**config.mk**
```make
export PLATFORM = sky130hd
export DESIGN_NAME = count_display_driver
export DESIGN_NICKNAME = d
export VERILOG_FILES = /design/src/rtl/count_display_driver_pkg.sv /design/src/rtl/count_display_driver_bcd_dd8.sv /design/src/rtl/count_display_driver.sv
export SDC_FILE = /design/constraint.sdc
export NUM_CORES = 1
export LEC_CHECK = 0
export BUFFER_PORTS_ARGS = -buffer_cell sky130_fd_sc_hd__buf_2
export CAP_MARGIN = 20
export CORE_MARGIN = 8
export CORE_UTILIZATION = 32
export CTS_CLUSTER_DIAMETER = 30
export CTS_CLUSTER_SIZE = 28
export DETAILED_ROUTE_END_ITERATION = 10
export GPL_ROUTABILITY_DRIVEN = 0
export PLACE_DENSITY = 0.58
export REMOVE_ABC_BUFFERS = 1
export SLEW_MARGIN = 20
export SYNTH_ARGS = -nofsm -noshare
export SYNTH_HDL_FRONTEND = slang
export SYNTH_SLANG_ARGS = --single-unit
```
**constraint.sdc**
```tcl
create_clock -name clk -period 4.2 [get_ports clk]
set_input_delay 0.84 -clock clk [delete_from_list [all_inputs] [get_ports clk]]
set_output_delay 0.84 -clock clk [all_outputs]
set_load 0.05 [all_outputs]
```
**src/rtl/count_display_driver_pkg.sv**
```systemverilog
// rtl/count_display_driver_pkg.sv - shared types, glyphs and digit indices for the count display driver
package count_display_driver_pkg;

  typedef enum logic [1:0] {
    ST_IDLE  = 2'd0,
    ST_SHIFT = 2'd1,
    ST_LATCH = 2'd2
  } conv_state_t;

  localparam logic [6:0] SEG_BLANK = 7'h00;

  localparam logic [1:0] DIG_ONES = 2'd0;
  localparam logic [1:0] DIG_TENS = 2'd1;
  localparam logic [1:0] DIG_HUND = 2'd2;

  // Segment order {g,f,e,d,c,b,a}, active-high
  function automatic logic [6:0] seg_glyph(input logic [3:0] d);
    case (d)
      4'd0:    seg_glyph = 7'h3F;
      4'd1:    seg_glyph = 7'h06;
      4'd2:    seg_glyph = 7'h5B;
      4'd3:    seg_glyph = 7'h4F;
      4'd4:    seg_glyph = 7'h66;
      4'd5:    seg_glyph = 7'h6D;
      4'd6:    seg_glyph = 7'h7D;
      4'd7:    seg_glyph = 7'h07;
      4'd8:    seg_glyph = 7'h7F;
      4'd9:    seg_glyph = 7'h6F;
      default: seg_glyph = SEG_BLANK;
    endcase
  endfunction

endpackage

```
**src/rtl/count_display_driver_bcd_dd8.sv**
```systemverilog
// rtl/count_display_driver_bcd_dd8.sv - 8-bit sequential double-dabble, one shift per cycle
module bcd_dd8 (
  input  logic       clk,
  input  logic       rst_n,
  input  logic       start,
  input  logic [7:0] data,
  output logic       busy,
  output logic       done,
  output logic [9:0] bcd
);

  logic [7:0]  sh;
  logic [9:0]  acc;
  logic [2:0]  cnt;
  logic [3:0]  ones_adj;
  logic [3:0]  tens_adj;
  logic [17:0] shifted;

  // Hundreds never exceeds 2 for an 8-bit input, so it needs no correction
  always_comb begin
    ones_adj = (acc[3:0] >= 4'd5) ? acc[3:0] + 4'd3 : acc[3:0];
    tens_adj = (acc[7:4] >= 4'd5) ? acc[7:4] + 4'd3 : acc[7:4];
    shifted  = {acc[9:8], tens_adj, ones_adj, sh} << 1;
  end

  always_ff @(posedge clk or negedge rst_n) begin
    if (!rst_n) begin
      sh   <= '0;
      acc  <= '0;
      cnt  <= '0;
      busy <= 1'b0;
    end else if (start && !busy) begin
      sh   <= data;
      acc  <= '0;
      cnt  <= '0;
      busy <= 1'b1;
    end else if (busy) begin
      acc <= shifted[17:8];
      sh  <= shifted[7:0];
      cnt <= cnt + 3'd1;
      if (cnt == 3'd7)
        busy <= 1'b0;
    end
  end

  // High during the cycle whose closing edge performs the final shift
  assign done = busy && (cnt == 3'd7);
  assign bcd  = acc;

endmodule

```
**src/rtl/count_display_driver.sv**
```systemverilog
// rtl/count_display_driver.sv - binary count to 3-digit multiplexed 7-segment display
module count_display_driver
  import count_display_driver_pkg::*;
#(
  parameter int REFRESH_DIV   = 1024,
  parameter int BLANK_LEADING = 1
) (
  input  logic       clk,
  input  logic       rst_n,
  input  logic [7:0] count_in,
  input  logic       count_valid,
  output logic       ready,
  output logic       overrun,
  output logic [6:0] seg,
  output logic [2:0] digit_en
);

  conv_state_t state, state_nxt;
  logic        dd_start;
  logic        dd_busy;
  logic        dd_done;
  logic [9:0]  dd_bcd;

  logic [1:0]  disp_hund;
  logic [3:0]  disp_tens;
  logic [3:0]  disp_ones;

  logic [15:0] prescaler;
  logic        wrap;
  logic [1:0]  idx;
  logic [1:0]  idx_nxt;
  logic        hund_blank;
  logic        tens_blank;
  logic [6:0]  seg_nxt;
  logic [2:0]  en_nxt;

  assign ready    = (state == ST_IDLE);
  assign dd_start = ready && count_valid && !dd_busy;

  bcd_dd8 u_dd (
    .clk   (clk),
    .rst_n (rst_n),
    .start (dd_start),
    .data  (count_in),
    .busy  (dd_busy),
    .done  (dd_done),
    .bcd   (dd_bcd)
  );

  always_ff @(posedge clk or negedge rst_n) begin
    if (!rst_n) state <= ST_IDLE;
    else        state <= state_nxt;
  end

  always_comb begin
    state_nxt = state;
    case (state)
      ST_IDLE:  if (dd_start) state_nxt = ST_SHIFT;
      ST_SHIFT: if (dd_done)  state_nxt = ST_LATCH;
      ST_LATCH: state_nxt = ST_IDLE;
      default:  state_nxt = ST_IDLE;
    endcase
  end

  always_ff @(posedge clk or negedge rst_n) begin
    if (!rst_n) begin
      overrun   <= 1'b0;
      disp_hund <= '0;
      disp_tens <= '0;
      disp_ones <= '0;
    end else begin
      overrun <= count_valid && !ready;
      if (state == ST_LATCH) begin
        disp_hund <= dd_bcd[9:8];
        disp_tens <= dd_bcd[7:4];
        disp_ones <= dd_bcd[3:0];
      end
    end
  end

  assign wrap    = (prescaler == 16'(REFRESH_DIV - 1));
  assign idx_nxt = (idx == DIG_HUND) ? DIG_ONES : idx + 2'd1;

  // Leading zeros are blanked but the digit stays enabled so the scan timing is uniform
  assign hund_blank = (BLANK_LEADING != 0) && (disp_hund == 2'd0);
  assign tens_blank = hund_blank && (disp_tens == 4'd0);

  always_comb begin
    seg_nxt = SEG_BLANK;
    en_nxt  = 3'b000;
    case (idx_nxt)
      DIG_ONES: begin
        en_nxt  = 3'b001;
        seg_nxt = seg_glyph(disp_ones);
      end
      DIG_TENS: begin
        en_nxt  = 3'b010;
        seg_nxt = tens_blank ? SEG_BLANK : seg_glyph(disp_tens);
      end
      default: begin
        en_nxt  = 3'b100;
        seg_nxt = hund_blank ? SEG_BLANK : seg_glyph({2'b00, disp_hund});
      end
    endcase
  end

  always_ff @(posedge clk or negedge rst_n) begin
    if (!rst_n) begin
      prescaler <= '0;
      idx       <= DIG_ONES;
      seg       <= SEG_BLANK;
      digit_en  <= 3'b000;
    end else begin
      prescaler <= wrap ? 16'd0 : prescaler + 16'd1;
      if (wrap) begin
        idx      <= idx_nxt;
        seg      <= seg_nxt;
        digit_en <= en_nxt;
      end
    end
  end

endmodule

```
== Word-level counts from Yosys, hierarchy flattened ==
Memory sizes are Yosys's and may differ from the RTL's.
Cells that the tools add are included.
Operators by class
  reduce and logical (&&, ||, !) cells: 14
  mux-type cells: 21
  add/subtract/negate cells: 5
  $lt $le $gt $ge: 2
  equality and inequality tests: 11
Operator list (number)
  $pmux W7 S3: 1
  $mux W10: 2
  $add A16 B1 Y16 const B: 1
  $eq A16 B10 Y1 const B: 1
  $mux W16: 1
  $mux W8: 2
  $mux W7: 2
  $pmux W7 S2: 1
  $add A4 B2 Y4 const B: 2
  $eq A2 B2 Y1 const B: 4
  $ge A4 B3 Y1 const B: 2
  $mux W4: 2
  $eq A2 B1 Y1 const B: 3
  $logic_and A1 B1 Y1: 6
  $logic_not A2 Y1: 3
  $mux W2: 3
  $mux W3: 2
  $pmux W3 S2: 1
  $logic_not A4 Y1: 1
  $pmux W2 S2: 1
  $add A3 B1 Y3 const B: 1
  $eq A3 B3 Y1 const B: 1
  $mux W1: 3
  $add A2 B1 Y2 const B: 1
  5 further kinds: 6
Storage, ports and cells
  logic and storage cells: 68
  memories: 2
  memory bits (read-only): 224
  output and inout bits: 12
  register bits after elaboration: 63
  input port bits: 11
Memories
  (no name shown): words 16, bits a word 7, rd ports 1, clocked after memory_dff 0, write ports 0, RTL line count_display_driver_pkg.sv:18  | case (d)
  (no name shown): words 16, bits a word 7, rd ports 1, clocked after memory_dff 0, write ports 0, RTL line count_display_driver_pkg.sv:18

== Logic depth before layout (Yosys ltp) ==
Gate-level depths: netlist of the first run.
  depth in word-level cells: 5
  mapped depth: 6
  depth with buffers taken out: 6

== By module ==
A second synthesis of the first run with hierarchy kept.
Unflattened totals
  cell total of the unflattened synthesis: 314
  area, all modules: 3280.6 sq um
By module, submodules not included
  count_display_driver: area an instance 2193.4 sq um, times used 1, seq. area each 1001.0 sq um, cells an instance 214
  bcd_dd8: area an instance 1087.3 sq um, times used 1, seq. area each 550.5 sq um, cells an instance 100

== Worst setup path after synthesis of the first run ==
OpenSTA, ideal clock, no wires.
  path type: reg2reg
  start point: register prescaler[0]
  end point: register seg[6]
  buffers on the path: 1
  slack: 2.060 ns
  arrival: 2.005 ns
  cell stages (with the launch flop): 7
  clock period less this slack: 2.140 ns
  setup time: 0.135 ns
  data required time: 4.065 ns
  path through: dfrtp_1 > ha_1 > or4bb_1 > or4_4 > buf_6 > a2111oi_2 > a211oi_1
On the way
  cells in the longest elaborated chain, start to end: 1
RTL lines
  start, declared: RTL line count_display_driver.sv:28  | logic [15:0] prescaler;
  start signal, assigned: RTL line count_display_driver.sv:114  | prescaler <= wrap ? 16'd0 : prescaler + 16'd1;
  $eq A16 B10 Y1: RTL line count_display_driver.sv:81  | assign wrap = (prescaler == 16'(REFRESH_DIV - 1));
  end signal, assigned: RTL line count_display_driver.sv:117  | seg <= seg_nxt;
  end, declared: RTL line count_display_driver.sv:14  | output logic [6:0] seg,
Every way passes these cells.
A chain may end at the register's enable or synchronous reset.

== Worst setup path after layout of the first run ==
  start point: register prescaler[0]
  end point: register seg[2]
Same word-level chain as after synthesis.

==> insert_results.sql, run 1 <==
INSERT INTO impl_metrics (metric_group, metric, value, unit) VALUES
('critical_path', 'cp_max_fo', '11', ''),
('global_routing', 'track_usage', '9.81', '%'),
('critical_path', 'critPathMaxStageDelay', '0.77', 'ns'),
('detailed_routing', 'drc', '0', ''),
('clock_tree', 'root_buffer', 'sky130_fd_sc_hd__clkbuf_8', ''),
('power_and_ir_drop', 'p_int', '1.28', 'mW'),
('critical_path', 'cp_data_arrival_time', '2.65', 'ns'),
('yosys', 'async_sr_flop_fraction', '100', '%'),
('power_and_ir_drop', 'clkPwrFrac', '22.8', '%'),
('yosys', 'synth.top_cell.area_share', '47.7', '%'),
('die', 'ios', '23', ''),
('global_routing', 'grt_first_pass_wirelength', '10.7', 'mm'),
('yosys', 'post_synth_instance_area', '0.00325', 'mm2'),
('cells_and_area', 'layout.nets', '376', ''),
('status', 'run_status', 'complete, no violations', ''),
('yosys', 'post_synthesis_sequential_area_ratio', '47.7', '%'),
('min_path', 'hold_start', 'prescaler[15]$_DFF_PN0_', ''),
('placed_design', 'dpl_ws', '1.68', 'ns'),
('global_routing', 'pin_count_of_the_biggest_net_entering_global_routing', '34', ''),
('cells_and_area', 'layout.area.seq', '0.00155', 'mm2'),
('power_and_ir_drop', 'p_leak', '1.71', 'nW'),
('critical_path', 'cp.required', '4.36', 'ns'),
('clock_tree', 'cts_hold_repair.buffers', '0', ''),
('power_and_ir_drop', 'irDropWorstVdd', '0.000297', 'V'),
('placed_design', 'io_buffers', '22', ''),
('min_path', 'holdCritPathClass', 'flop to flop', ''),
('global_routing', 'first_global_vias', '2358', ''),
('global_routing', 'initial_antenna_violation_count', '0', ''),
('power_and_ir_drop', 'power.combinational.fraction', '34.7', '%'),
('clock_tree', 'h_tree_depth_reported_by_cts', '3', ''),
('detailed_routing', 'route.met2.wl', '2.64', 'mm'),
('detailed_routing', 'drt-vias-per-instance', '4.79', ''),
('yosys', 'synth_top_cells_by_area', 'sky130_fd_sc_hd__dfrtp_1 48%, sky130_fd_sc_hd__ha_1 6.5%, sky130_fd_sc_hd__mux2i_1 5.5%', ''),
('yosys', 'post-synth-top-area-cell', 'sky130_fd_sc_hd__dfrtp_1', ''),
('yosys', 'synth_seq_cells', '62', ''),
('sta', 'timing_max_transition_violations_final', '0', ''),
('critical_path', 'critical_path_startpoint', 'prescaler[0]$_DFF_PN0_', ''),
('cells_and_area', 'final_util', '37.2', '%'),
('die', 'dieHeight', '117', 'um'),
('yosys', 'syn_avg_cell_area', '9.88', 'um2'),
('sta', 'worst_hold_slack', '0.480', 'ns'),
('flow_run', 'cap_violations', '0', ''),
('clock_tree', 'cts_buffers', '9', ''),
('cells_and_area', 'final_layout_size_suffix_gt1_share', '14.2', '%'),
('critical_path', 'crit_path_top_delay_cell', 'sky130_fd_sc_hd__nor4_2', ''),
('detailed_routing', 'dr.pass1.iters', '4', ''),
('sta', 'hold_violations', '0', ''),
('cells_and_area', 'fill_cells', '1025', ''),
('cells_and_area', 'multiInputGateArea', '0.00157', 'mm2'),
('critical_path', 'cp-end-kind', 'flop', ''),
('detailed_routing', 'num_vias', '2321', ''),
('placed_design', 'dpl.hpwl', '4.24', 'mm'),
('clock_tree', 'cts_tree', 'built', ''),
('cells_and_area', 'synthToLayoutAreaGrowth', '12.3', '%'),
('detailed_routing', 'wl_per_cell', '12.5', 'um'),
('die', 'die-area', '0.0136', 'mm2'),
('sta', 'final.setup.tns', '0', 'ns'),
('detailed_routing', 'drt_first_iter_violations', '112', ''),
('power_and_ir_drop', 'p_seq_share', '42.5', '%'),
('critical_path', 'worst_setup_path_class', 'flop to flop', ''),
('cells_and_area', 'num_antenna_cells', '0', ''),
('sta', 'fin_crit_sh', '59.3', '%'),
('sta', 'finalSetupViolCount', '0', ''),
('yosys', 'yosys_warnings', '0', ''),
('die', 'std_cell_rows', '36', ''),
('clock_tree', 'buffers_inserted_during_post_cts_setup_optimization', '0', ''),
('yosys', 'synth_enable_flop_cells', '0', ''),
('detailed_routing', 'top_layer', 'met4', ''),
('clock_tree', 'max-clock-path-buffers', '2', ''),
('sta', 'period_minus_slack', '2.49', 'ns'),
('clock_tree', 'tritoncts_num_sinks', '62', '');
-- power by group through the flow --
stage | registers, mW | logic [mW] | clock network (mW)
2_1_floorplan | 0.867 | 0.531 | 0
3_3_place_gp | 0.875 | 0.699 | 0
3_5_place_dp | 0.879 | 0.714 | 0
4_1_cts | 0.868 | 0.720 | 0.488
5_1_grt | 0.894 | 0.817 | 0.508
6_report | 0.870 | 0.711 | 0.467
-- flip-flops by register name, summed over array words and instances, names as in the netlist --
| name | count |
|---|---|
| digit_en | 3 |
| disp_hund | 2 |
| disp_ones | 4 |
| disp_tens | 4 |
| idx | 1 |
| overrun | 1 |
| prescaler | 16 |
| seg | 7 |
| state | 2 |
| u_dd.bcd | 10 |
| u_dd.busy | 1 |
| u_dd.cnt | 3 |
| u_dd.sh | 8 |
-- per-stage QoR --
step | power [mW] | instances | area, um2
after floorplan | 1.40 | 313 | 3180
after global placement | 1.57 | 470 | 3480
after detailed placement | 1.59 | 470 | 3480
after CTS | 2.08 | 485 | 3650
after global routing | 2.22 | 485 | 3650
final | 2.05 | 485 | 3650
-- metal layers --
layer	track usage, %	up-vias
met3	2.41	11
met5	0	-
li1	-	1164
met2	15.6	43
met4	4.35	0
met1	12.4	1103
-- final timing paths --
kind / to / cells past startpoint
worst min-delay path: prescaler[15]$_DFF_PN0_ / 1
worst min register to register: prescaler[15]$_DFF_PN0_ / 1
min in group asynchronous: digit_en[1]$_DFFE_PN0N_ / 1
max in group asynchronous: u_dd.cnt[0]$_DFFE_PN0P_ / 2
worst max register to register: seg[2]$_DFFE_PN0N_ / 5
worst max-delay path: seg[2]$_DFFE_PN0N_ / 5
-- cells in the mapped netlist, types with 7 or more instances --
cell type	number
sky130_fd_sc_hd__a21oi_1	12
sky130_fd_sc_hd__nand2b_1	10
sky130_fd_sc_hd__o21ai_0	30
sky130_fd_sc_hd__mux2i_1	18
sky130_fd_sc_hd__mux2_2	8
sky130_fd_sc_hd__nand3_1	9
sky130_fd_sc_hd__nor2_1	18
sky130_fd_sc_hd__dfrtp_1	62
sky130_fd_sc_hd__inv_1	17
sky130_fd_sc_hd__xnor2_1	10
sky130_fd_sc_hd__ha_1	17
sky130_fd_sc_hd__clkbuf_1	10
sky130_fd_sc_hd__xor2_1	7
sky130_fd_sc_hd__nand2_1	42
-- logic make-up (layout without fill, tap and decap cells) --
group	count (synthesis)	in the layout	synth area share, %
AOI/OAI and AO/OA	66	66	12.0
buffers and inverters	33	56	4.20
adders and majority gates	17	17	6.54
muxes	26	26	8.31
xor gates and xnor gates	17	17	4.58
DFF	62	62	47.7
and+or+nand+nor	108	108	16.6
-- critical path: cells and delay by family (launching register included) --
family | cells | cell delay, ns
fa+ha+maj | 1 | 0.27
simple gates | 2 | 1.30
mux | 1 | 0.28
flops | 1 | 0.41
compound gates | 1 | 0.06
-- cell type report --
| type | count | share of cell area [%] |
|---|---|---|
| timing repair buffer | 24 | 3.43 |
| inverter | 17 | 1.75 |
| clock buffer | 12 | 4.25 |
| clock inverter | 3 | 0.548 |
| multi-input combinational | 234 | 43.0 |
| sequential | 62 | 42.5 |
| tap | 133 | 4.56 |
No activity file was read; power rests on OpenSTA's default activity.
==> run 2: changes to the inputs <==
- PLACE_DENSITY: 0.58 -> 0.59
- clock period: 4.2 -> 2.06 ns (I/O delays scaled with it)
==> run 2 against run 1 <==
  * Power increased by 110%
  * Worst setup slack lost 1.7 ns
  * First-iteration DRC count increased by 7.1%
  * Wire length up 4.7%
  * Combinational power rose by 130%
  * Non-clock buffer count increased by 14
  * Sequential share of layout area is 1.8 points lower
  * Register-to-register slack got worse by 1.7 ns
  * Sequential power up 97%
  * Via count grew 2.9%
  * Hold slack got worse by 0.42 ns
  * Clock skew fell by 0.0020 ns
==> insert_results.sql, run 2 (synthesized netlist as in run 1, its figures left out) <==
INSERT INTO impl_metrics (metric_group, metric, value, unit) VALUES
('placed_design', 'dpl.hpwl', '4.45', 'mm'),
('placed_design', 'cell_total_after_placement', '482', ''),
('cells_and_area', 'finish.cell_count_without_fillers', '499', ''),
('sta', 'hold_violations', '0', ''),
('cells_and_area', 'final_layout_size_suffix_gt1_share', '18.3', '%'),
('global_routing', 'initial_antenna_violation_count', '0', ''),
('global_routing', 'first_global_vias', '2353', ''),
('cells_and_area', 'fill_cells', '1033', ''),
('sta', 'final.setup.tns', '0', 'ns'),
('power_and_ir_drop', 'clkPwrFrac', '23.9', '%'),
('critical_path', 'cp-end-kind', 'flop', ''),
('detailed_routing', 'wl_per_cell', '12.7', 'um'),
('placed_design', 'io_buffers', '22', ''),
('detailed_routing', 'routed_wl', '6.35', 'mm'),
('clock_tree', 'clk-insertion-delay-late', '0.34', 'ns'),
('sta', 'tightestPinTransition', '0.551', 'ns'),
('sta', 'fin_worst_skew', '0.00625', 'ns'),
('power_and_ir_drop', 'power.combinational.fraction', '36.8', '%'),
('clock_tree', 'cts.clk_slew.worst_paths', '0.07', 'ns'),
('critical_path', 'cp_data_arrival_time', '2.23', 'ns'),
('status', 'run_status', 'complete, no violations', ''),
('global_routing', 'pin_count_of_the_biggest_net_entering_global_routing', '63', ''),
('cells_and_area', 'layout_commonest_cell', 'sky130_fd_sc_hd__dfrtp_1', ''),
('placed_design', 'dpl_ws', '0.0548', 'ns'),
('global_routing', 'grt_first_pass_wirelength', '10.8', 'mm'),
('die', 'die-area', '0.0136', 'mm2'),
('sta', 'period_minus_slack', '2.01', 'ns'),
('clock_tree', 'max-clock-path-buffers', '2', ''),
('die', 'floorplan.initialDensity', '33.1', '%'),
('clock_tree', 'cts_buffers', '9', ''),
('sta', 'fmaxAchievable', '498', 'MHz'),
('cells_and_area', 'final_cell_mix', '62 x sky130_fd_sc_hd__dfrtp_1, 42 x sky130_fd_sc_hd__nand2_1, 30 x sky130_fd_sc_hd__o21ai_0', ''),
('power_and_ir_drop', 'p_total', '4.34', 'mW'),
('detailed_routing', 'drc', '0', ''),
('sta', 'grt_setup_unrepaired', 'true', ''),
('min_path', 'holdCritPathClass', 'input pin to asynchronous set/reset pin', ''),
('global_routing', 'globalRoute.totalOverflow', '0', ''),
('clock_tree', 'cts_tree', 'built', ''),
('detailed_routing', 'num_vias', '2389', ''),
('power_and_ir_drop', 'p_leak', '1.80', 'nW'),
('sta', 'finalSetupViolCount', '0', ''),
('flow_run', 'cap_violations', '0', ''),
('sta', 'finalWorstSetupSlack', '0.0517', 'ns'),
('cells_and_area', 'largest_register', 'prescaler', ''),
('power_and_ir_drop', 'p_int', '2.75', 'mW'),
('placed_design', 'post_dp_cell_area', '0.00358', 'mm2'),
('power_and_ir_drop', 'power.share.switching', '36.8', '%'),
('cells_and_area', 'number_of_flip_flops_in_the_largest_register', '16', ''),
('power_and_ir_drop', 'p_seq_share', '39.3', '%'),
('clock_tree', 'cts_hold_repair.buffers', '0', ''),
('critical_path', 'worst_setup_path_class', 'flop to flop', ''),
('cells_and_area', 'num_antenna_cells', '0', ''),
('die', 'die-width', '117', 'um'),
('sta', 'timing_max_transition_violations_final', '0', ''),
('detailed_routing', 'drtAntennaViolNets', '0', ''),
('power_and_ir_drop', 'power_switching', '1.60', 'mW'),
('critical_path', 'cp.required', '2.28', 'ns'),
('sta', 'fin_crit_sh', '97.5', '%'),
('detailed_routing', 'dr.pass1.iters', '4', ''),
('power_and_ir_drop', 'irDropWorstVdd', '0.000784', 'V'),
('clock_tree', 'h_tree_depth_reported_by_cts', '3', ''),
('critical_path', 'cp_max_fo', '5', ''),
('die', 'std_cell_rows', '36', ''),
('cells_and_area', 'final_util', '38.8', '%'),
('cells_and_area', 'post_route_design_area', '0.00381', 'mm2'),
('detailed_routing', 'drt-vias-per-instance', '4.79', ''),
('cells_and_area', 'layout.nets', '390', ''),
('sta', 'slew-limit-headroom', '63.2', '%'),
('critical_path', 'setup.worst_path.start_class', 'flop', ''),
('sta', 'worst_hold_slack', '0.0553', 'ns'),
('detailed_routing', 'drt_first_iter_violations', '120', ''),
('power_and_ir_drop', 'power_density', '1140', 'mW/mm2'),
('global_routing', 'track_usage', '9.95', '%'),
('die', 'dieHeight', '117', 'um'),
('clock_tree', 'tritoncts_num_sinks', '62', ''),
('clock_tree', 'root_buffer', 'sky130_fd_sc_hd__clkbuf_8', ''),
('die', 'ios', '23', ''),
('cells_and_area', 'synthToLayoutAreaGrowth', '17.2', '%'),
('die', 'core_region_area', '0.00982', 'mm2');
[run 2: area by class of cell]
type / count / area [um2] / share of cell area, %
clock buffer: 11 / 141 / 3.71
clock inverter: 4 / 47.5 / 1.25
inverter: 17 / 63.8 / 1.67
multi-input combinational: 234 / 1600 / 41.9
sequential: 62 / 1550 / 40.7
tap: 133 / 166 / 4.37
timing repair buffer: 38 / 243 / 6.37
[run 2: path summary, 6_finish.rpt]
check                                         from                 endpoint  slack (ns)  cells past startpoint
max in group asynchronous                    rst_n   u_dd.sh[1]$_DFFE_PN0P_        1.73                      2
max reg2reg                 prescaler[0]$_DFF_PN0_       seg[6]$_DFFE_PN0N_        0.05                      5
min                                          rst_n       seg[2]$_DFFE_PN0N_        0.06                      2
min reg2reg                digit_en[1]$_DFFE_PN0N_  digit_en[1]$_DFFE_PN0N_        0.47                      2
max                         prescaler[0]$_DFF_PN0_       seg[6]$_DFFE_PN0N_        0.05                      5
min in group clk                       count_in[0]   u_dd.sh[0]$_DFFE_PN0P_        0.34                      3
[run 2: metal layers]
metal	share of wire [%]	track usage (%)
met1	50	12.7
met4	1.5	4.35
met2	44	15.1
met5	0	0
met3	4.9	3.28
[run 2: power groups by stage]
stage          combinational (mW)  clock, mW  sequential, mW
2_1_floorplan                1.08          0            1.77
3_3_place_gp                 1.54          0            1.71
3_5_place_dp                 1.57          0            1.73
4_1_cts                      1.59       1.08            1.71
5_1_grt                      1.83       1.12            1.75
6_report                     1.60       1.04            1.71
[run 2: worst max-delay path, stage by stage, from the launching register on]
cell	delay [ns]
sky130_fd_sc_hd__dfrtp_1	0.36
sky130_fd_sc_hd__ha_1	0.16
sky130_fd_sc_hd__or4bb_4	0.53
sky130_fd_sc_hd__or4_4	0.48
sky130_fd_sc_hd__a2111oi_4	0.28
sky130_fd_sc_hd__a211oi_1	0.08
[run 2: what timing repair did]
item                                    CTS  global route
endpoints found under the hold margin     0             0
endpoints found under the setup margin    0             3
gates resized for setup                   0             4
setup buffers                             0             2
